**config.mk**
```make
export PLATFORM = sky130hd
export DESIGN_NAME = dac_sample_pacer
export DESIGN_NICKNAME = d
export VERILOG_FILES = /design/src/rtl/dac_sample_pacer.sv
export SDC_FILE = /design/constraint.sdc
export NUM_CORES = 1
export LEC_CHECK = 0
export CAP_MARGIN = 40
export CORE_MARGIN = 4
export CORE_UTILIZATION = 53
export CTS_CLUSTER_SIZE = 28
export DETAILED_ROUTE_END_ITERATION = 10
export DONT_BUFFER_PORTS = 1
export MAX_ROUTING_LAYER = met4
export PLACE_DENSITY = 0.76
export SLEW_MARGIN = 0
export SYNTH_ARGS = -nofsm -noshare
export SYNTH_HDL_FRONTEND = slang
export SYNTH_SLANG_ARGS = --single-unit
```
**constraint.sdc**
```tcl
create_clock -name clk -period 2.5 [get_ports clk]
set_input_delay 0.375 -clock clk [delete_from_list [all_inputs] [get_ports clk]]
set_output_delay 0.375 -clock clk [all_outputs]
set_load 0.01 [all_outputs]
```
**src/rtl/dac_sample_pacer.sv**
```systemverilog
`default_nettype none
// ============================================================================
// Module   : dac_sample_pacer
// Purpose  : Buffers samples from the sound core in a small FIFO and releases
//            exactly one sample every DIV clock cycles to the SPI DAC
//            serializer, giving a fixed, jitter-free output sample rate.
// Ports    :
//   clk        - system clock, rising edge
//   rst        - synchronous active-high reset
//   in_data    - sample from the sound core
//   in_valid   - in_data is valid this cycle
//   in_ready   - FIFO can accept a sample this cycle
//   out_data   - held sample presented to the DAC serializer
//   out_strobe - one-cycle pulse: out_data has just been (re)loaded
//   fill       - current number of FIFO entries
//   underrun   - sticky: a tick occurred while the FIFO was empty
//   overflow   - sticky: in_valid was high while in_ready was low
//   clr_flags  - clears underrun and overflow
// Revision : 1.0 - initial release
// ============================================================================
module dac_sample_pacer #(
  parameter int                WIDTH        = 12,
  parameter int                DEPTH        = 4,
  parameter int                DIV          = 256,
  parameter logic [WIDTH-1:0]  RESET_SAMPLE = 12'h800
) (
  input  logic                        clk,
  input  logic                        rst,
  input  logic [WIDTH-1:0]            in_data,
  input  logic                        in_valid,
  output logic                        in_ready,
  output logic [WIDTH-1:0]            out_data,
  output logic                        out_strobe,
  output logic [$clog2(DEPTH):0]      fill,
  output logic                        underrun,
  output logic                        overflow,
  input  logic                        clr_flags
);

  localparam int AW = $clog2(DEPTH);
  localparam int FW = AW + 1;
  localparam int CW = $clog2(DIV);

  logic [CW-1:0]    r_cnt;
  logic [AW-1:0]    r_wr_ptr;
  logic [AW-1:0]    r_rd_ptr;
  logic [FW-1:0]    r_fill;
  logic [WIDTH-1:0] r_mem [DEPTH];
  logic [WIDTH-1:0] r_out_data;
  logic             r_out_strobe;
  logic             r_underrun;
  logic             r_overflow;

  logic w_tick;
  logic w_push;
  logic w_pop;
  logic w_empty;

  assign w_tick   = (r_cnt == CW'(DIV - 1));
  assign w_empty  = (r_fill == '0);
  // Readiness depends only on registered fill: a pop on the same edge does
  // not free a slot for the incoming sample.
  assign in_ready = (r_fill != FW'(DEPTH));
  assign w_push   = in_valid & in_ready;
  assign w_pop    = w_tick & ~w_empty;

  // Divider: explicit wrap so non-power-of-two DIV values work.
  always_ff @(posedge clk) begin
    if (rst || w_tick) begin
      r_cnt <= '0;
    end else begin
      r_cnt <= r_cnt + CW'(1);
    end
  end

  // Storage array has no reset; contents are only meaningful below fill.
  always_ff @(posedge clk) begin
    if (w_push) begin
      r_mem[r_wr_ptr] <= in_data;
    end
  end

  always_ff @(posedge clk) begin
    if (rst) begin
      r_wr_ptr <= '0;
      r_rd_ptr <= '0;
      r_fill   <= '0;
    end else begin
      if (w_push) begin
        r_wr_ptr <= r_wr_ptr + AW'(1);
      end
      if (w_pop) begin
        r_rd_ptr <= r_rd_ptr + AW'(1);
      end
      case ({w_push, w_pop})
        2'b10:   r_fill <= r_fill + FW'(1);
        2'b01:   r_fill <= r_fill - FW'(1);
        default: r_fill <= r_fill;
      endcase
    end
  end

  // Output register: a tick on an empty FIFO re-strobes the held sample,
  // keeping the serializer cadence fixed. A sample pushed on that same edge
  // is not bypassed; it waits for the following tick.
  always_ff @(posedge clk) begin
    if (rst) begin
      r_out_data   <= RESET_SAMPLE;
      r_out_strobe <= 1'b0;
    end else begin
      r_out_strobe <= w_tick;
      if (w_pop) begin
        r_out_data <= r_mem[r_rd_ptr];
      end
    end
  end

  // Sticky flags: a set condition on the same edge overrides clr_flags.
  always_ff @(posedge clk) begin
    if (rst) begin
      r_underrun <= 1'b0;
      r_overflow <= 1'b0;
    end else begin
      if (w_tick && w_empty) begin
        r_underrun <= 1'b1;
      end else if (clr_flags) begin
        r_underrun <= 1'b0;
      end
      if (in_valid && !in_ready) begin
        r_overflow <= 1'b1;
      end else if (clr_flags) begin
        r_overflow <= 1'b0;
      end
    end
  end

  assign out_data   = r_out_data;
  assign out_strobe = r_out_strobe;
  assign fill       = r_fill;
  assign underrun   = r_underrun;
  assign overflow   = r_overflow;

endmodule
`default_nettype wire
```
==> results of run 1 <==
[final timing paths]
check            from  endpoint  slack, ns
min               rst  r_cnt[4]       0.09
max reg2reg  r_cnt[0]   fill[2]       0.21
min reg2reg  r_cnt[0]  r_cnt[0]       0.48
max          r_cnt[0]   fill[2]       0.21
[cells by family (layout without fill, tap and decap cells)]
group	count (synthesis)	after routing	share of synthesized area, %
muxes	13	13	8.72
adders and majority gates	7	7	2.95
and+or+nand+nor	53	53	10.5
DFF	78	78	63.3
AOI/OAI and AO/OA	42	42	8.14
xor gates and xnor gates	5	5	1.36
buffers and inverters	23	30	5.08
[power groups by stage]
stage	combinational, W	clock (W)	sequential, W
floorplan	0.0000955	0	0.00145
global placement	0.000104	0	0.00145
detailed placement	0.000104	0	0.00146
CTS	0.000104	0.00111	0.00143
global route	0.000115	0.00117	0.00143
finish	0.000103	0.00109	0.00143
[routing by layer]
metal / track usage (%) / vias up
met5: - / -
met4: 6.91 / 0
met3: 7.20 / 8
met2: 25.1 / 37
met1: 20.7 / 875
li1: - / 870
[registers in the layout (all words and copies together) (netlist names)]
register,flops
fill,3
out_data,12
out_strobe,1
overflow,1
r_cnt,8
r_mem,48
r_rd_ptr,2
r_wr_ptr,2
underrun,1
[worst max-delay path, delay by kind of cell (launching register included)]
family,cells,cell delay [ns]
adders and majority gates,3,0.89
and+or+nand+nor,3,0.62
DFF,1,0.37
xor gates and xnor gates,1,0.15
AOI/OAI and AO/OA,1,0.14
buffers and inverters,1,0.06
[through the flow]
stage	power [W]	cell area, um^2	hold WS (ns)
2_1_floorplan	0.00155	3230	0.443
3_3_place_gp	0.00156	3230	0.447
3_5_place_dp	0.00156	3240	0.450
4_1_cts	0.00264	3470	0.0760
5_1_grt	0.00271	3470	0.0683
6_report	0.00262	3470	0.0867
[placed cells by master, fill, tap and decap left out, drive strengths merged, types with 7 or more instances in the layout]
| cell | count |
|---|---|
| a21oi | 20 |
| buf | 7 |
| dfxtp | 30 |
| mux4 | 12 |
| clkbuf | 11 |
| edfxtp | 48 |
| nor2 | 7 |
| and3 | 7 |
| o31ai | 12 |
| nand4 | 14 |
| inv | 7 |
[layout make-up]
| class | count | area, um^2 | area share (%) |
|---|---|---|---|
| Inverter | 7 | 26.3 | 0.756 |
| Clock buffer | 11 | 131 | 3.78 |
| Sequential cell | 78 | 2040 | 58.8 |
| Clock inverter | 5 | 97.6 | 2.81 |
| Multi-Input combinational cell | 120 | 1020 | 29.4 |
| Timing Repair Buffer | 7 | 60.1 | 1.73 |
| Tap cell | 75 | 93.8 | 2.70 |
==> results.toml, run 1 <==
[yosys]
synth.most_common_cell = "edfxtp_1"
yosys-top-cells-count = "edfxtp_1 (48), dfxtp_1 (30), a21oi_1 (20), nand4_1 (13)"
yosys_warnings = 0
ys_seq_area_share_pct = 63.3
ys_types = 40
synth_cells = 221
ys_seq_elements = 78
synth_edf_count = 48
synth_area_um2 = 3230
ys_async_sr_fraction_pct = 0
ys.flop_type = "edfxtp_1"
yosysTopAreaCell = "edfxtp_1"
synthTopCellsByArea = "edfxtp_1 (45%), dfxtp_1 (19%), mux4_2 (8.4%)"
synth_top_area_share_pct = 44.7
synth_area_per_cell_um2 = 14.6
synth_nets = 244

[grt]
first_global_vias = 1777
grt_usage_pct = 17.0
antenna_found_initial = 0
grt_pass1_wl_um = 9140
grt_max_degree = 32
grt_overflow = 0

[clocking]
cts_resized = 0
hold_buffers = 0
cts_root_buffer = "clkbuf_8"
cts_setup_buffers = 0
clkLatencyLatePin_ns = 0.35
clk_path_buf_depth = 2
htreeDepth = 3
cts_buffers = 9
tritoncts = "done"
path_clk_slew_ns = 0.08
cts_sinks = 78

[power_and_ir_drop]
p_clk_share_pct = 41.5
swShare_pct = 19.6
p_sw_w = 0.000512
ir_worst_vdd_v = 0.000396
power_frac_seq_pct = 54.5
p_int_w = 0.00210
pwr-share-comb_pct = 3.9
p_leak_nw = 1.13
pwr_density_cell_nw_per_um2 = 753

[floorplanning]
chipHeight_um = 86.0
ioPinCount = 35
dieArea_um2 = 7400
rows = 28
start_util_pct = 54.5
core_area_um2 = 5920
die_w_um = 86.0

[detailed_routing]
first_pass_iters = 4
top_layer = "met4"
ant_nets = 0
drt_iter0_drc = 140
routed_wl_um = 5590
viasPerCell = 5.91
wl_per_cell_um = 18.5
drc = 0
routed-wl-met2_um = 2650
vias = 1790
wl_met1_um = 2460
wl_met3_um = 368

[sta]
rsz0062_at_grt = "no"
finalHoldViolations = 0
finalSetupViolations = 0
max_slew_margin_pct = 57.6
setup_ws_ns = 0.209
tightest_slew_ns = 0.636
fmax_ghz = 0.437
finClkSkew_ns = 0.00783
post-route-min-period_ns = 2.29
setup_tns_ns = 0
fin_crit_sh_pct = 91.6
slew_violations = 0

[cells_and_area]
fillers = 429
fin_util_pct = 58.7
antenna_cells = 0
drive_gt1_share_pct = 15.8
finalNetCount = 246
area_growth_syn_to_layout_pct = 7.60
finalNonFillerCells = 303

[worst_setup_path]
crit_slowest_cell = "dfxtp_1"
cp-start-kind = "flop"
crit_type = "flop to flop"
cp_data_required_time_ns = 2.78
cp-end-kind = "flop"
cpPeakStageDelay_ns = 0.37
arrival_ns = 2.57
crit_chain = "ha_1, nand4_4, nor3_1, ha_1, inv_1, fa_1, xor2_1, or3_1, a21oi_1"
rr_worst_depth = 9
crit_top_cell = "ha_1"
worst-path-max-fanout = 6

[worst_hold_path]
min-delay-path-class = "primary input to flop"
holdPathStages = 1

[placed_design]
place_hpwl_um = 3680
placedCellCount = 287
io_buffers = 0
post-place-ws_ns = 0.219
gp_congestion = 0.796

[flow_run]
drv_cap = 0

[status]
status = "finished clean"
No activity file was read; power rests on OpenSTA's default activity.
==> inputs of run 2 (changes only) <==
--- a/config.mk
+++ b/config.mk
@@ -8,9 +8,11 @@
 export CAP_MARGIN = 40
 export CORE_MARGIN = 4
 export CORE_UTILIZATION = 53
+export CTS_CLUSTER_DIAMETER = 150
 export CTS_CLUSTER_SIZE = 28
 export DETAILED_ROUTE_END_ITERATION = 10
 export DONT_BUFFER_PORTS = 1
+export GPL_TIMING_DRIVEN = 0
 export MAX_ROUTING_LAYER = met4
 export PLACE_DENSITY = 0.76
 export SLEW_MARGIN = 0
==> run 2 against run 1 <==
Compared with the run above: first-iteration DRC count down 34%; final cell count rose by 3.3%; sequential share of layout area down 1.1 points; combinational power grew 19%; power down 5.7%; critical path type unchanged.
==> results.toml, run 2 (synthesis results as in run 1) <==
[cells_and_area]
finalNonFillerCells = 313
antenna_cells = 0
final_cell_mix = "edfxtp_1 (48), dfxtp_1 (27), a21oi_1 (20)"
final_area_um2 = 3540
area_growth_syn_to_layout_pct = 9.81
drive_gt1_share_pct = 21.4
fillers = 486
finalNetCount = 256
largest-register = "r_mem"
largest_register_ffs = 48
layout_commonest_cell = "edfxtp_1"

[worst_setup_path]
worstReg2RegStart = "fill[0]"
crit_type = "flop to flop"
rrSetupSlack_ns = 0.10
cp-start-kind = "flop"
cp-end-kind = "flop"
cp.depth = 9
cp_top_family = "simple AND/OR/NAND/NOR gates"
crit_slowest_cell = "dfxtp_1"
worst-path-max-fanout = 10
rr_worst_depth = 9
cp-endpoint = "fill[2]"
critPathBufInv = 2
cp_data_required_time_ns = 2.78
cpPeakStageDelay_ns = 0.42
startpoint = "fill[0]"
reg2reg_to = "fill[2]"
crit_chain = "or3b_1, buf_2, nand2_1, ha_2, inv_1, fa_1, xor2_1, or3_1, a21oi_1"
arrival_ns = 2.68

[detailed_routing]
wl_per_cell_um = 19.0
first_pass_iters = 4
drc = 0
viasPerCell = 5.89
vias = 1843
drt_iter0_drc = 93
ant_nets = 0
routed_wl_um = 5930

[placed_design]
gp_congestion = 0.718
dpl-instance-area_um2 = 3320
place_hpwl_um = 3990
io_buffers = 0
placedCellCount = 296

[worst_hold_path]
hold_start = "in_data[2]"
min-delay-path-class = "primary input to flop"

[clocking]
cts_root_buffer = "clkbuf_8"
cts_buffers = 9
clk_path_buf_depth = 2
clkLatencyLatePin_ns = 0.35
htreeDepth = 3
hold_buffers = 0
path_clk_slew_ns = 0.08
tritoncts = "done"
cts_sinks = 78

[power_and_ir_drop]
p_leak_nw = 1.16
swShare_pct = 22.4
p_int_w = 0.00191
power_frac_seq_pct = 57.9
p_sw_w = 0.000553
p_clk_share_pct = 37.1
total_power_w = 0.00247
ir_worst_vdd_v = 0.000396
pwr-share-comb_pct = 5.0
pwr_density_cell_nw_per_um2 = 696

[floorplanning]
chipHeight_um = 86.0
rows = 28
dieArea_um2 = 7400
core_area_um2 = 5920
start_util_pct = 54.5
die_w_um = 86.0
ioPinCount = 35

[sta]
fin_crit_sh_pct = 95.9
rsz0062_at_grt = "no"
slew_violations = 0
finClkSkew_ns = 0.00657
post-route-min-period_ns = 2.40
fmax_ghz = 0.417
finalSetupViolations = 0
max_slew_margin_pct = 58.7
tightest_slew_ns = 0.620
finalHoldViolations = 0

[grt]
grt_max_degree = 14
antenna_found_initial = 0
first_global_vias = 1862
grt_usage_pct = 18.3
grt_pass1_wl_um = 9630
grt_overflow = 0

[status]
status = "finished clean"

[flow_run]
drv_cap = 0
==> run 2: cell types whose count changed in the layout (fill, tap and decap cells not counted), moves of 3 or more <==
cell | before | now
buf_2 | 0 | 6
clkbuf_8 | 9 | 15
buf_4 | 6 | 1
dfxtp_1 | 30 | 27
dfxtp_2 | 0 | 3
==> run 2: power groups by stage <==
stage	combinational [W]	sequential, W	clock, W
after floorplan	0.0000955	0.00145	0
after global placement	0.000118	0.00145	0
after detailed placement	0.000122	0.00146	0
after CTS	0.000125	0.00143	0.000933
after global routing	0.000139	0.00143	0.00100
final	0.000123	0.00143	0.000914
==> run 2: layout make-up <==
| class | count | area, um^2 | share of cell area, % |
|---|---|---|---|
| flip-flops and latches | 78 | 2050 | 57.7 |
| multi-input cells | 120 | 1040 | 29.4 |
| plain buffers | 16 | 139 | 3.92 |
| clock buffers | 10 | 128 | 3.60 |
| well taps | 75 | 93.8 | 2.65 |
| clock inverters | 6 | 62.6 | 1.76 |
| inverters | 7 | 26.3 | 0.741 |
| repair buffers | 1 | 7.51 | 0.212 |
==> run 2: how the worst min path moves through the flow <==
stage	cells after the start	end	slack (ns)
after global routing	0	r_mem[2][10]	0.08
after global placement	1	r_cnt[0]	0.47
after floorplan	1	r_cnt[0]	0.44
final	0	r_mem[2][2]	0.11
after CTS	0	r_mem[3][9]	0.09
after detailed placement	1	r_cnt[0]	0.47
==> run 2: through the flow <==
| stage | setup WS, ns | setup TNS, ns | utilization [%] | hold WS [ns] |
|---|---|---|---|---|
| final | 0.103 | 0 | 59.9 | 0.109 |
| after global placement | -0.211 | -0.211 | 56.1 | 0.465 |
| after global routing | 0.0157 | 0 | 59.9 | 0.0815 |
| after floorplan | 0.103 | 0 | - | 0.443 |
| after CTS | 0.0118 | 0 | 59.6 | 0.0943 |
| after detailed placement | -0.186 | -0.186 | 56.1 | 0.472 |
==> run 2: metal layers <==
layer	global-route usage (%)	part of all wire, %
met1	22.3	43
met2	26.6	48
met3	7.30	6.3
met4	9.06	2.4
met5	-	0
==> run 2: worst reg2reg max path, delay by kind of cell, from the launching register on <==
family | cells | cell delay (ns)
XOR/XNOR | 1 | 0.16
AO/OA/AOI/OAI | 1 | 0.13
adder cells (fa/ha/maj) | 2 | 0.55
buffers and inverters | 2 | 0.25
AND/OR/NAND/NOR | 3 | 0.81
flip-flops | 1 | 0.42
==> run 2: what timing repair did <==
action / in CTS / in global routing
resized for setup: 4 / 4
setup buffers: 0 / 1
setup endpoints to repair: 1 / 1
==> inputs of run 3 (changes only) <==
--- a/config.mk
+++ b/config.mk
@@ -15,6 +15,7 @@
 export GPL_TIMING_DRIVEN = 0
 export MAX_ROUTING_LAYER = met4
 export PLACE_DENSITY = 0.76
+export SETUP_SLACK_MARGIN = 0.1
 export SLEW_MARGIN = 0
 export SYNTH_ARGS = -nofsm -noshare
 export SYNTH_HDL_FRONTEND = slang
==> run 3 against run 2 <==
Compared with the run above: non-clock buffer count rose by 1; first-iteration DRC count fell by 16%; core utilization rose by 0.51 points; maximum frequency rose by 4.3%; hold slack got worse by 0.0011 ns; flip-flop and latch count did not move; combinational power barely moved; final cell count rose by 0.32%; register-to-register slack improved by 0.099 ns; die area did not move; via count did not move.
==> results.toml, run 3 (synthesis results as in run 1) <==
[power_and_ir_drop]
ir_worst_vdd_v = 0.000397
swShare_pct = 22.6
pwr-share-comb_pct = 5.1
p_sw_w = 0.000559
p_clk_share_pct = 37.2
power_frac_seq_pct = 57.8
p_int_w = 0.00191
pwr_density_cell_nw_per_um2 = 692
p_leak_nw = 1.18

[sta]
fmax_ghz = 0.435
finClkSkew_ns = 0.00698
post-route-min-period_ns = 2.30
timing.hold.ws_ns = 0.108
fin_crit_sh_pct = 91.9
rsz0062_at_grt = "no"
finalHoldViolations = 0
setup_ws_ns = 0.201
slew_violations = 0
max_slew_margin_pct = 58.2
finalSetupViolations = 0
setup_tns_ns = 0
tightest_slew_ns = 0.627

[worst_setup_path]
arrival_ns = 2.58
rrSetupSlack_ns = 0.20
crit_chain = "or3b_1, buf_4, nand2_1, ha_2, inv_1, fa_1, xor2_1, or3_1, a21oi_1"
crit_type = "flop to flop"
cp_data_required_time_ns = 2.78
worst-path-max-fanout = 10
cp-start-kind = "flop"
crit_slowest_cell = "dfxtp_4"
cpPeakStageDelay_ns = 0.39
cp-end-kind = "flop"

[cells_and_area]
fin_util_pct = 60.4
finalNetCount = 257
layout_commonest_cell = "edfxtp_1"
final_area_um2 = 3570
largest-register = "r_mem"
largest_register_ffs = 48
fillers = 480
area_growth_syn_to_layout_pct = 10.7
final_cell_mix = "edfxtp_1 (48), dfxtp_1 (25), a21oi_1 (20)"
antenna_cells = 0
drive_gt1_share_pct = 22.6

[detailed_routing]
drt_iter0_drc = 78
first_pass_iters = 4
viasPerCell = 5.87
routed_wl_um = 5960
ant_nets = 0
vias = 1843
wl_per_cell_um = 19.0
drc = 0

[grt]
grt_max_degree = 14
antenna_found_initial = 0
grt_pass1_wl_um = 9690
first_global_vias = 1864
grt_usage_pct = 18.4
grt_overflow = 0

[clocking]
path_clk_slew_ns = 0.08
cts_sinks = 78
cts_buffers = 9
clk_path_buf_depth = 2
clkLatencyLatePin_ns = 0.36
htreeDepth = 3
hold_buffers = 0
tritoncts = "done"
cts_root_buffer = "clkbuf_8"

[worst_hold_path]
min-delay-path-class = "primary input to flop"

[floorplanning]
core_area_um2 = 5920
die_w_um = 86.0
dieArea_um2 = 7400
start_util_pct = 54.5
ioPinCount = 35
chipHeight_um = 86.0
rows = 28

[placed_design]
io_buffers = 0
gp_congestion = 0.718
place_hpwl_um = 3990
dpl-instance-area_um2 = 3320
post-place-ws_ns = -0.186

[flow_run]
drv_cap = 0

[status]
status = "finished clean"
==> run 3: area by class of cell <==
type                            instances  area, um^2  area share [%]
Inverter                                7        26.3           0.735
Sequential cell                        78        2050            57.4
Clock buffer                           10         128            3.57
Multi-Input combinational cell        120        1060            29.5
Clock inverter                          6        62.6            1.75
Tap cell                               75        93.8            2.63
Buffer                                 16         140            3.92
Timing Repair Buffer                    2        15.0           0.420
==> run 3: stage by stage <==
stage,instances,total power [W]
2_1_floorplan,221,0.00155
3_5_place_dp,296,0.00158
5_1_grt,314,0.00257
6_report,314,0.00247
4_1_cts,314,0.00249
3_3_place_gp,296,0.00157
==> run 3: repair_timing <==
| item | 4_1_cts | 5_1_grt |
|---|---|---|
| pin swaps | 0 | 1 |
| buffers inserted | 2 | 0 |
| gates resized for setup | 6 | 9 |
| endpoints found under the setup margin | 2 | 1 |
==> run 3: power groups by stage <==
stage	Clock, W	Sequential, W	Combinational, W
after global placement	0	0.00145	0.000118
after CTS	0.000933	0.00143	0.000125
after global routing	0.00100	0.00143	0.000140
after floorplan	0	0.00145	0.0000955
after detailed placement	0	0.00146	0.000122
final	0.000919	0.00143	0.000125
==> run 3: metal layers <==
metal  track usage (%)  wire [um]
met1              22.5       2590
met2              26.8       2900
met3              5.86        321
met4              10.5        151
met5                 -          0
==> run 3: path summary, 6_finish.rpt <==
| kind | startpoint | endpoint | cells after the start |
|---|---|---|---|
| hold reg to reg | r_cnt[0] | r_cnt[0] | 1 |
| hold / removal | in_data[2] | r_mem[2][2] | 0 |
| setup / recovery | fill[0] | fill[2] | 9 |
| setup reg to reg | fill[0] | fill[2] | 9 |
==> run 3: worst max-delay path: cells and delay by family (launching register included) <==
kind,cells,cell delay [ns]
DFF,1,0.39
xor gates and xnor gates,1,0.16
AOI/OAI and AO/OA,1,0.13
adders and majority gates,2,0.55
and+or+nand+nor,3,0.76
buffers and inverters,2,0.23
